==> src/rtl/s100_bus_pkg.sv <==
// Shared constants, FSM state type and decode helper for the S-100 bus controller.
package s100_bus_pkg;

  localparam int         STATUS_INP    = 6;
  localparam int         STATUS_OUT    = 4;
  localparam logic [7:0] OP_JMP        = 8'hC3;
  localparam logic [7:0] UNMAPPED_DATA = 8'hFF;

  typedef enum logic [1:0] {
    IDLE,
    WAIT,
    DONE
  } bus_state_e;

  // Masked compare used by both the memory-region and the I/O-port decoders.
  function automatic logic field_match(input logic [7:0] value,
                                       input logic [7:0] base,
                                       input logic [7:0] mask);
    return (value & mask) == (base & mask);
  endfunction

endpackage

==> src/rtl/s100_boot_seq.sv <==
// Turn-key boot overlay: serves a JMP BOOT_VECTOR over the first three completed reads.
module s100_boot_seq
  import s100_bus_pkg::*;
#(
  parameter int          BOOT_EN     = 1,
  parameter logic [15:0] BOOT_VECTOR = 16'hFD00
) (
  input  logic       clk,
  input  logic       reset,
  input  logic       rd_done,
  output logic       boot_active,
  output logic [7:0] boot_byte
);

  logic [1:0] byte_cnt;

  // NOTE: sequential state is always assigned with <= so every flop samples pre-edge values.
  always_ff @(posedge clk) begin
    if (reset) begin
      byte_cnt    <= 2'd0;
      boot_active <= (BOOT_EN != 0);
    end else if (boot_active && rd_done) begin
      if (byte_cnt == 2'd2) begin
        byte_cnt    <= 2'd0;
        boot_active <= 1'b0;
      end else begin
        byte_cnt <= byte_cnt + 2'd1;
      end
    end
  end

  always_comb begin
    case (byte_cnt)
      2'd0:    boot_byte = OP_JMP;
      2'd1:    boot_byte = BOOT_VECTOR[7:0];
      default: boot_byte = BOOT_VECTOR[15:8];
    endcase
  end

endmodule

==> src/rtl/s100_bus_ctrl.sv <==
// S-100 bus controller: status latch, region/port decode, wait states and boot overlay.
// Optional access-fault reporting is built when S100_BUS_FAULT_EN is defined.
module s100_bus_ctrl
  import s100_bus_pkg::*;
#(
  parameter int                NREG        = 4,
  parameter int                NIO         = 2,
  // Region 0 occupies the low byte of each packed table.
  parameter logic [8*NREG-1:0] REG_BASE    = {8'hFF, 8'hFD, 8'hFB, 8'h00},
  parameter logic [8*NREG-1:0] REG_MASK    = {8'hFF, 8'hFF, 8'hFF, 8'hE0},
  parameter logic [NREG-1:0]   REG_RO      = 4'b0100,
  parameter logic [2*NREG-1:0] REG_WAIT    = 8'h00,
  parameter logic [8*NIO-1:0]  IO_BASE     = {8'h10, 8'h00},
  parameter logic [8*NIO-1:0]  IO_MASK     = {8'hFE, 8'hFE},
  parameter int                BOOT_EN     = 1,
  parameter logic [15:0]       BOOT_VECTOR = 16'hFD00
) (
  input  logic              clk,
  input  logic              reset,
  input  logic              cpu_ce,
  input  logic [15:0]       cpu_addr,
  input  logic [7:0]        cpu_odata,
  input  logic              cpu_sync,
  input  logic              cpu_rd,
  input  logic              cpu_wr_n,
  output logic [7:0]        cpu_idata,
  output logic              cpu_ready,
  output logic [7:0]        status,
  output logic              boot_active,
  output logic [NREG-1:0]   mem_rd,
  output logic [NREG-1:0]   mem_we,
  input  logic [8*NREG-1:0] mem_data,
  output logic [NIO-1:0]    io_rd,
  output logic [NIO-1:0]    io_we,
  input  logic [8*NIO-1:0]  io_data,
  output logic              fault,
  output logic [15:0]       fault_addr
);

  bus_state_e      state;
  logic [1:0]      wait_cnt;
  logic [NREG-1:0] mem_sel;
  logic [NIO-1:0]  io_sel;
  logic            mem_any, io_any;
  logic [2:0]      mem_idx, io_idx;
  logic [1:0]      acc_wait;
  logic [7:0]      boot_byte;

  logic is_io_rd, is_io_wr, is_io, wr_act, access;
  assign is_io_rd = status[STATUS_INP];
  assign is_io_wr = status[STATUS_OUT];
  assign is_io    = is_io_rd | is_io_wr;
  assign wr_act   = ~cpu_wr_n;
  assign access   = cpu_rd | wr_act;

  // Descending scan so the lowest matching index is the one left standing.
  // NOTE: every always_comb output gets a default first so no path infers a latch.
  always_comb begin
    mem_sel = '0;
    mem_any = 1'b0;
    mem_idx = '0;
    for (int i = NREG - 1; i >= 0; i--) begin
      if (field_match(cpu_addr[15:8], REG_BASE[8*i +: 8], REG_MASK[8*i +: 8])) begin
        mem_sel    = '0;
        mem_sel[i] = 1'b1;
        mem_any    = 1'b1;
        mem_idx    = 3'(i);
      end
    end
    io_sel = '0;
    io_any = 1'b0;
    io_idx = '0;
    for (int i = NIO - 1; i >= 0; i--) begin
      if (field_match(cpu_addr[7:0], IO_BASE[8*i +: 8], IO_MASK[8*i +: 8])) begin
        io_sel    = '0;
        io_sel[i] = 1'b1;
        io_any    = 1'b1;
        io_idx    = 3'(i);
      end
    end
  end

  // The boot overlay owns every read while active, so no slave sees a read strobe.
  assign mem_rd = (cpu_rd & ~boot_active & ~is_io & ~reset) ? mem_sel : '0;
  assign mem_we = (wr_act & ~is_io & ~reset) ? (mem_sel & ~REG_RO) : '0;
  assign io_rd  = (cpu_rd & ~boot_active & is_io_rd & ~reset) ? io_sel : '0;
  assign io_we  = (wr_act & is_io_wr & ~reset) ? io_sel : '0;

  always_comb begin
    cpu_idata = UNMAPPED_DATA;
    if (cpu_rd) begin
      if (boot_active)           cpu_idata = boot_byte;
      else if (is_io) begin
        if (is_io_rd && io_any)  cpu_idata = io_data[8*io_idx +: 8];
      end else if (mem_any)      cpu_idata = mem_data[8*mem_idx +: 8];
    end
  end

  assign acc_wait = (!is_io && mem_any) ? REG_WAIT[2*mem_idx +: 2] : 2'd0;

  always_ff @(posedge clk) begin
    if (reset) status <= 8'h00;
    else if (cpu_sync) status <= cpu_odata;
  end

  always_ff @(posedge clk) begin
    if (reset) begin
      state     <= IDLE;
      wait_cnt  <= 2'd0;
      cpu_ready <= 1'b1;
    end else if (cpu_ce) begin
      case (state)
        IDLE: if (access) begin
          if (acc_wait != 2'd0) begin
            wait_cnt  <= acc_wait;
            state     <= WAIT;
            cpu_ready <= 1'b0;
          end else begin
            state <= DONE;
          end
        end
        WAIT: if (wait_cnt == 2'd1) begin
          wait_cnt  <= 2'd0;
          state     <= DONE;
          cpu_ready <= 1'b1;
        end else begin
          wait_cnt <= wait_cnt - 2'd1;
        end
        DONE: if (!access) state <= IDLE;
        default: state <= IDLE;
      endcase
    end
  end

  s100_boot_seq #(
    .BOOT_EN    (BOOT_EN),
    .BOOT_VECTOR(BOOT_VECTOR)
  ) u_boot (
    .clk        (clk),
    .reset      (reset),
    .rd_done    (cpu_ce & cpu_rd & cpu_ready),
    .boot_active(boot_active),
    .boot_byte  (boot_byte)
  );

`ifdef S100_BUS_FAULT_EN
  logic bad_access;
  assign bad_access = (is_io ? ~io_any : ~mem_any)
                    | (wr_act & ~is_io & mem_any & REG_RO[mem_idx]);

  // Flagged only on the IDLE cycle that starts the access, giving a single pulse.
  always_ff @(posedge clk) begin
    if (reset) begin
      fault      <= 1'b0;
      fault_addr <= 16'h0000;
    end else begin
      fault <= cpu_ce & (state == IDLE) & access & bad_access;
      if (cpu_ce && state == IDLE && access && bad_access) fault_addr <= cpu_addr;
    end
  end
`else
  assign fault      = 1'b0;
  assign fault_addr = 16'h0000;
`endif

endmodule
==> config.mk <==
export PLATFORM = sky130hd
export DESIGN_NAME = s100_bus_ctrl
export DESIGN_NICKNAME = d
export VERILOG_FILES = /design/src/rtl/s100_bus_pkg.sv /design/src/rtl/s100_boot_seq.sv /design/src/rtl/s100_bus_ctrl.sv
export SDC_FILE = /design/constraint.sdc
export NUM_CORES = 1
export LEC_CHECK = 0
export CORE_MARGIN = 4
export CORE_UTILIZATION = 33
export DETAILED_ROUTE_END_ITERATION = 8
export PLACE_DENSITY = 0.82
export SETUP_SLACK_MARGIN = 0.05
export SLEW_MARGIN = 20
export SYNTH_ARGS = -nofsm -noshare
export SYNTH_HDL_FRONTEND = slang
export SYNTH_SLANG_ARGS = --single-unit
==> constraint.sdc <==
create_clock -name clk -period 1.6 [get_ports clk]
set_input_delay 0.32 -clock clk [delete_from_list [all_inputs] [get_ports clk]]
set_output_delay 0.32 -clock clk [all_outputs]
set_load 0.01 [all_outputs]
---- Yosys cells after proc, flatten, opt, wreduce, memory -nomap -nowiden ----
Cells that the tools add are included.
word-level totals
  word-level logic and storage cells ...... 98
  output and inout port bits .............. 47
  input port bits ......................... 78
  register bits ........................... 16
operators by class
  muxes and demuxes ....................... 43
  $add $sub $neg .......................... 2
  reductions and logical operators ........ 14
  equality and inequality tests ........... 13
  bitwise operators ....................... 17
  shifts and indexed selects .............. 3
operators by type and width
  operator                count
  $mux 8                  5
  $mux 2                  16
  $shiftx 32x7->8         1
  $eq 8x8->1 const B      3
  $mux 4                  6
  $logic_not 8->1         2
  $pmux 8 s2              1
  $shiftx 16x7->8         1
  $and 1x1->1             11
  $mux 1                  10
  $ne 2x2->1 const B      4
  $reduce_and 4->1        2
  $shiftx 8x5->2 const A  1
  $eq 7x4->1 const B      1
  $eq 2x1->1 const B      3
  $mux 3                  2
  $pmux 2 s3              1
  $reduce_and 5->1        1
  $eq 2x2->1 const B      2
  $logic_not 2->1         2
  $not 1->1               4
  $pmux 2 s2              1
  $reduce_bool 2->1       2
  $logic_and 1x1->1       3
  6 further kinds         7

---- Depth between registers and ports, before layout ----
Gate-level depths: netlist of run 1.
  word-level depth ........................ 11
  gate-level depth with buffers ........... 6
  depth with buffers taken out ............ 4

---- Hierarchy ----
A second synthesis of run 1 with hierarchy kept.
unflattened totals
  cell total of the unflattened synthesis .. 211
  area total of the unflattened synthesis .. 1605.3 um^2
by module, submodules not included
  module         area each (um^2)  sequential area each (um^2)  cells each  times used
  s100_bus_ctrl  1425.1            180.2                        192         1
  s100_boot_seq  180.2             60.1                         19          1

---- Least setup slack after synthesis of run 1 ----
No wires, ideal clock.
  kind .................................... input to output
  start ................................... input port cpu_addr[9]
  end ..................................... output port cpu_idata[0]
  path buffers ............................ 2
  stages on the path ...................... 6
  setup slack ............................. 0.066 ns
  data arrival time ....................... 1.214 ns
  required time ........................... 1.280 ns
  cell sequence ........................... buf_4 -> buf_2 -> mux2i_1 -> nand4_1 -> o2111ai_1 -> nand3_1
on the way
  longest elaborated chain between the ends .. 10
  elaborated cells between the ends (all ways) .. 16
  classes of those cells .................. eq/ne: 3; shift: 1; mux: 12
RTL lines
  item                 line                 source
  start, declared      s100_bus_ctrl.sv:21  input logic [15:0] cpu_addr,
  $eq 8x8->1           s100_bus_pkg.sv:19   return (value & mask) == (base & mask);
  $mux 2 (3 in a row)  s100_bus_ctrl.sv:63  if (field_match(cpu_addr[15:8], REG_BASE[8*i +: 8], REG_MASK[8*i +: 8])) begin
  $mux 3               s100_bus_ctrl.sv:63
  $shiftx 32x7->8      s100_bus_ctrl.sv:95  end else if (mem_any) cpu_idata = mem_data[8*mem_idx +: 8];
  $mux 8 (*)           s100_bus_ctrl.sv:95
  $mux 8 (*)           s100_bus_ctrl.sv:93  else if (is_io) begin
  $mux 8 (*)           s100_bus_ctrl.sv:92  if (boot_active) cpu_idata = boot_byte;
  $mux 8 (*)           s100_bus_ctrl.sv:91  if (cpu_rd) begin
  end, declared        s100_bus_ctrl.sv:26  output logic [7:0] cpu_idata,
Every way passes the cells marked *; elsewhere a longest branch is shown, timed or not.

---- Final worst setup path of run 1 ----
  start ................................... register status[6]
  end ..................................... output port cpu_idata[3]
on the way
  longest elaborated chain between the ends .. 5
  elaborated cells between the ends (all ways) .. 6
  classes of those cells .................. mux: 4; bitwise: 1; reduce/logical: 1
RTL lines
  item                    line                  source
  start, declared         s100_bus_ctrl.sv:28   output logic [7:0] status,
  start signal, assigned  s100_bus_ctrl.sv:103  else if (cpu_sync) status <= cpu_odata;
  $logic_and 1x1->1       s100_bus_ctrl.sv:94   if (is_io_rd && io_any) cpu_idata = io_data[8*io_idx +: 8];
  $mux 8                  s100_bus_ctrl.sv:94
  $mux 8 (*)              s100_bus_ctrl.sv:93
  $mux 8 (*)              s100_bus_ctrl.sv:92
  $mux 8 (*)              s100_bus_ctrl.sv:91
Marked as above.

==> results of run 1 <==
-- synth_stat cells (all sizes together) --
cell / instances
clkbuf: 4
o2111ai: 8
buf: 30
o22a: 4
dfxtp: 12
nor3: 6
nor3b: 1
and2: 1
a31oi: 9
conb: 1
a41oi: 4
nand4b: 4
or2: 3
nand4: 12
nand2: 3
nor2: 25
and4: 1
a21o: 9
o21ai: 8
inv: 6
mux2i: 24
nor4: 1
nand3: 12
nand2b: 1
and3: 2
nor2b: 1
a21oi: 5
-- cells by family after synthesis --
kind of cell,Yosys count,share of synthesized area
simple gates,73,0.270
compound gates,47,0.225
mux,24,0.161
buf+inv,40,0.181
other cells,1,0.00251
flops,12,0.161
-- critical path, stage by stage, from the launching register on --
cell       delay, ps
dfxtp_2          330
nor3b_4          210
buf_6            180
a31oi_4          110
o2111ai_2        100
nand3_1          100
buf_2            150
-- cell type report --
cell class	instances	area [sq um]
Fill cell	354	1380
Multi-Input combinational cell	162	1270
Tap cell	52	65.1
Sequential cell	12	244
Clock buffer	3	41.3
Inverter	6	22.5
Timing Repair Buffer	148	1330
-- how the worst max path moves through the flow --
| stage | from | end | slack, ps | cells after the start |
|---|---|---|---|---|
| floorplan | cpu_addr[9] | cpu_idata[0] | 70 | 6 |
| global placement | cpu_addr[9] | cpu_idata[0] | -920 | 6 |
| detailed placement | cpu_addr[9] | cpu_idata[3] | -930 | 6 |
| CTS | status[6] | cpu_idata[3] | -130 | 6 |
| global route | cpu_addr[3] | cpu_idata[0] | -210 | 7 |
| finish | status[6] | cpu_idata[3] | -130 | 6 |
-- power by group through the flow --
stage	sequential, uW	combinational, uW	clock, uW
detailed placement	327	515	0
finish	324	570	268
floorplan	335	221	0
global placement	326	508	0
global route	325	612	298
CTS	323	558	285
-- what timing repair did --
action / in CTS / in global routing
pin swaps: 45 / 14
resized for setup: 215 / 15
endpoints found under the setup margin: 22 / 20
buffers inserted: 7 / 0
hold buffers: 0 / 0
cloned: 5 / 0
-- per-layer routing --
layer	GRT usage	up-vias	routed length [microns]
met5	0	-	0
met2	0.360	99	2860
met4	0.0874	0	183
met1	0.217	863	2180
li1	-	971	-
met3	0.0774	15	753
-- metrics by stage --
stage               hold slack [ps]  setup slack [ps]
global route                    526              -212
floorplan                       406              65.5
CTS                             493              -132
detailed placement              485              -932
finish                          494              -132
global placement                473              -923
-- sequential cells by signal, summed over array words and instances (netlist names) --
| register | flops |
|---|---|
| cpu_ready | 1 |
| status | 8 |
| u_boot.boot_active | 1 |
| u_boot.byte_cnt | 2 |
==> out/summary.txt, run 1 <==
CTS tree -> done
FF-to-FF Start -> u_boot.boot_active
Failing checks -> setup timing
Status -> finished with violations
Pwr dens -> 391 nW/um^2
First-pass GRT wire length -> 8910 microns
Crit path kind -> register to primary output
Final setup vio count -> 16
CTS sink cnt -> 12
DIE HEIGHT -> 75.3 microns
Sequential share of the synthesized area -> 0.161
Number of synthesized register bits -> 12
Comb pwr share -> 0.491
DRT Wirelength -> 5980 microns
Placed insts -> 368
Input/output buffers -> 105
Reg clk slew, reported paths -> 50 ps
P_sw -> 357 uW
Final core occ -> 0.682
Antenna-violating nets left -> 0
Core ar. -> 4350 sq um
Setup WS post-layout -> -132 ps
Vias/cell -> 5.09
Fin area -> 2970 sq um
Skew final -> 2.51 ps
CP endpoint kind -> primary output
Area post-placement -> 2680 sq um
Routability cong. -> 0.799
Hold Crit Start -> status[5]
Period utilization -> 1.08
Yosys top cell area share -> 0.161
WP data required -> 1280 ps
Post-Layout Cell Count -> 383
Clk network pwr share -> 0.230
GRT Resource Usage Total -> 0.204
Layout cells sized above 1 -> 0.344
Tightest Hold Check Type -> register to register
Clock Tree Buf Depth -> 2
Core Rows -> 24
Antenna cells -> 0
Largest cells by area after synthesis -> dfxtp_1 16%, mux2i_1 16%, buf_4 11%
Wire per inst -> 15.6 microns
Initial antenna violation count -> 0
Leading cell type in the layout, fill and taps excluded -> clkdlybuf4s50_1
GRT overflow -> 0
Power Internal -> 805 uW
Die width -> 75.3 microns
Drt first pass iters -> 4
Cells after Synth -> 197
Hold Fails Final Rpt -> 0
Flop2flop setup slack -> 590 ps
Largest net degree at the start of global routing -> 21
Unique masters post-synth -> 34
Worst reg2reg path depth -> 5
Vias in the first global route -> 1951
DP HPWL -> 4490 microns
Startpoint types -> register
Area leader, netlist -> dfxtp_1
Hold Crit Endpoint -> status[5]
Max Clock Freq -> 577 MHz
CTS Buf Count -> 3
Fin Setup TNS -> -1170 ps
Switching Share -> 0.307
Critical-path maximum fanout -> 5
Max_cap viols -> 0
Yosys Warn Count -> 0
VDD IR max -> 0.000441 V
Root Driver -> clkbuf_8
Via count -> 1948
Hold depth -> 2
Die area -> 5660 sq um
Fin crit period -> 1730 ps
Most frequent cells in the layout -> 52 x clkdlybuf4s50_1, 26 x buf_4, 26 x buf_2
Post-Syn Area -> 1490 sq um
Top-level I/O count -> 125
Reg2reg end -> u_boot.byte_cnt[0]
Arr. time, crit path -> 1410 ps
DR iter-0 viols -> 54
Initial Util -> 0.343
Layout area overhead -> 99.1%
Lkg Pwr -> 0.00129 uW
Final nets -> 411
Design Power -> 1160 uW
Seq pwr share -> 0.279
Worst-skew pair later-pin latency -> 240 ps
Max-slew violation count -> 0
RSZ-0062 raised after global routing -> true
H-tree Lvls -> 1
DRC -> 0
Synthesized area per cell -> 7.58 sq um
Note: power is estimated with default switching activity, not from simulation.
==> inputs of run 2 (changes only) <==
Settings changed: RECOVER_POWER set to 100.
==> out/summary.txt, run 2 (synthesis results as in run 1) <==
Status -> finished with violations
Failing checks -> setup timing
Design Power -> 1150 uW (-0.65%)
Top Usage Layer GRT -> met2
Most frequent cells in the layout -> 44 x clkdlybuf4s50_1, 26 x buf_2, 23 x buf_4
Max-slew violation count -> 0 (unchanged)
Die area -> 5660 sq um (unchanged)
Antenna cells -> 0 (unchanged)
Met2 usage -> 0.360 (unchanged)
Wire per inst -> 15.6 microns (-0.27%)
Vias/cell -> 5.10 (+0.21%)
Startpoint types -> register
Initial antenna violation count -> 0 (unchanged)
DIE HEIGHT -> 75.3 microns (unchanged)
DR iter-0 viols -> 52 (-3.7%)
Vias in the first global route -> 1951 (unchanged)
Final nets -> 411 (unchanged)
WHS -> 489 ps (-5.35 ps)
CTS sink cnt -> 12 (unchanged)
Crit path kind -> register to primary output
Max Clock Freq -> 576 MHz (-0.25%)
Final setup vio count -> 15 (-1)
GRT Resource Usage Total -> 0.204 (unchanged)
WP data required -> 1280 ps (about the same)
Met3 Track Usage GR -> 0.0774 (unchanged)
Reg clk slew, reported paths -> 50 ps (about the same)
Routability cong. -> 0.799 (unchanged)
Largest Register -> status
Largest regs -> status: 8 flops, u_boot.byte_cnt: 2 flops
First-pass GRT wire length -> 8910 microns (unchanged)
Core ar. -> 4350 sq um (unchanged)
Arr. time, crit path -> 1420 ps (about the same)
Via count -> 1952 (+0.21%)
DP HPWL -> 4490 microns (unchanged)
RSZ-0062 raised after global routing -> true
Max_cap viols -> 0 (unchanged)
Period utilization -> 1.09 (+0.00267)
Top-level I/O count -> 125 (unchanged)
Met1 usage -> 0.217 (unchanged)
Slew @ Worst Pin -> 549 ps
Die width -> 75.3 microns (unchanged)
Largest net degree at the start of global routing -> 21 (unchanged)
Reg area -> 241 sq um (-1.0%)
Core Rows -> 24 (unchanged)
Input/output buffers -> 105 (unchanged)
Multi-input gate area -> 1270 sq um (unchanged)
# fillers -> 359 (+1.4%)
Area post-placement -> 2680 sq um (unchanged)
GRT overflow -> 0 (unchanged)
Worst slew margin -> 0.634
CTS tree -> done
Layout area overhead -> 97.6%
Max FFs per register -> 8 (unchanged)
DRT Wirelength -> 5970 microns (-0.27%)
Hold Fails Final Rpt -> 0 (unchanged)
CP endpoint kind -> primary output
H-tree Lvls -> 1 (unchanged)
Lkg Pwr -> 0.00129 uW (+0.10%)
DRC -> 0 (unchanged)
Fin area -> 2950 sq um (-0.76%)
Root Driver -> clkbuf_8
Critical-path maximum fanout -> 5 (unchanged)
Pwr dens -> 391 nW/um^2 (+0.11%)
Clock Tree Buf Depth -> 2 (unchanged)
Initial Util -> 0.343 (unchanged)
VDD IR max -> 0.000445 V (+0.77%)
Antenna-violating nets left -> 0 (unchanged)
Drt first pass iters -> 4 (unchanged)
CTS Buf Count -> 3 (unchanged)
Leading cell type in the layout, fill and taps excluded -> clkdlybuf4s50_1
Skew final -> 3.90 ps (+1.38 ps)
Setup WS post-layout -> -137 ps (-4.26 ps)
Fin crit period -> 1740 ps (+4.26 ps)
Worst-skew pair later-pin latency -> 240 ps (about the same)
Tightest Hold Check Type -> register to register
Layout cells sized above 1 -> 0.329 (-0.0151)
Hold_buf cts -> 0 (unchanged)
run 2: cell types whose count changed in the layout (fill, tap and decap cells not counted), sizes merged:
cell,before,now
dlymetal6s2s,3,2
buf,73,71
clkbuf,4,7
dlygate4sd3,0,8
clkdlybuf4s50,52,44
run 2: metal layers:
metal	share of wire	up-vias	wire length [microns]
li1	-	973	-
met1	0.36	866	2140
met2	0.48	98	2870
met3	0.13	15	768
met4	0.031	0	183
met5	0	-	0
run 2: layout make-up:
type,count,share of cell area
Clock buffer,3,0.0140
Inverter,6,0.00764
Multi-Input combinational cell,162,0.430
Sequential cell,12,0.0819
Tap cell,52,0.0221
Timing Repair Buffer,148,0.444
run 2: through the flow:
step                      utilization  instances  setup TNS, ps  setup slack [ps]
after floorplan                     -        214              0              65.5
after global placement          0.616        368         -15860              -923
after global routing            0.677        383          -2560              -212
final                           0.677        383          -1170              -137
after CTS                       0.671        383          -1150              -132
after detailed placement        0.616        368         -16050              -932
run 2: final timing paths:
kind	start	to	slack, ps	cells after the start
worst max register to register	u_boot.boot_active	u_boot.byte_cnt[0]	540	5
worst max-delay path	status[6]	cpu_idata[1]	-140	6
worst min register to register	status[1]	status[1]	490	2
worst min-delay path	status[1]	status[1]	490	2
run 2: timing repair:
item / CTS / global route
pin swaps: 45 / 14
endpoints found under the setup margin: 22 / 20
buffers inserted: 7 / 0
gates cloned: 5 / 0
endpoints found under the hold margin: 0 / 0
gates resized for setup: 215 / 15
run 2: report_power, final:
part	total (uW)	internal (uW)	switching, uW
logic	563	318	245
clock network	268	165	103
registers	323	314	8.67
run 2: critical path, stage by stage (launching register included):
cell and delay, ps:
dfxtp_2 330, nor3b_4 210, buf_6 180, a31oi_2 100, o2111ai_1 90, nand3_1 120
buf_2 150
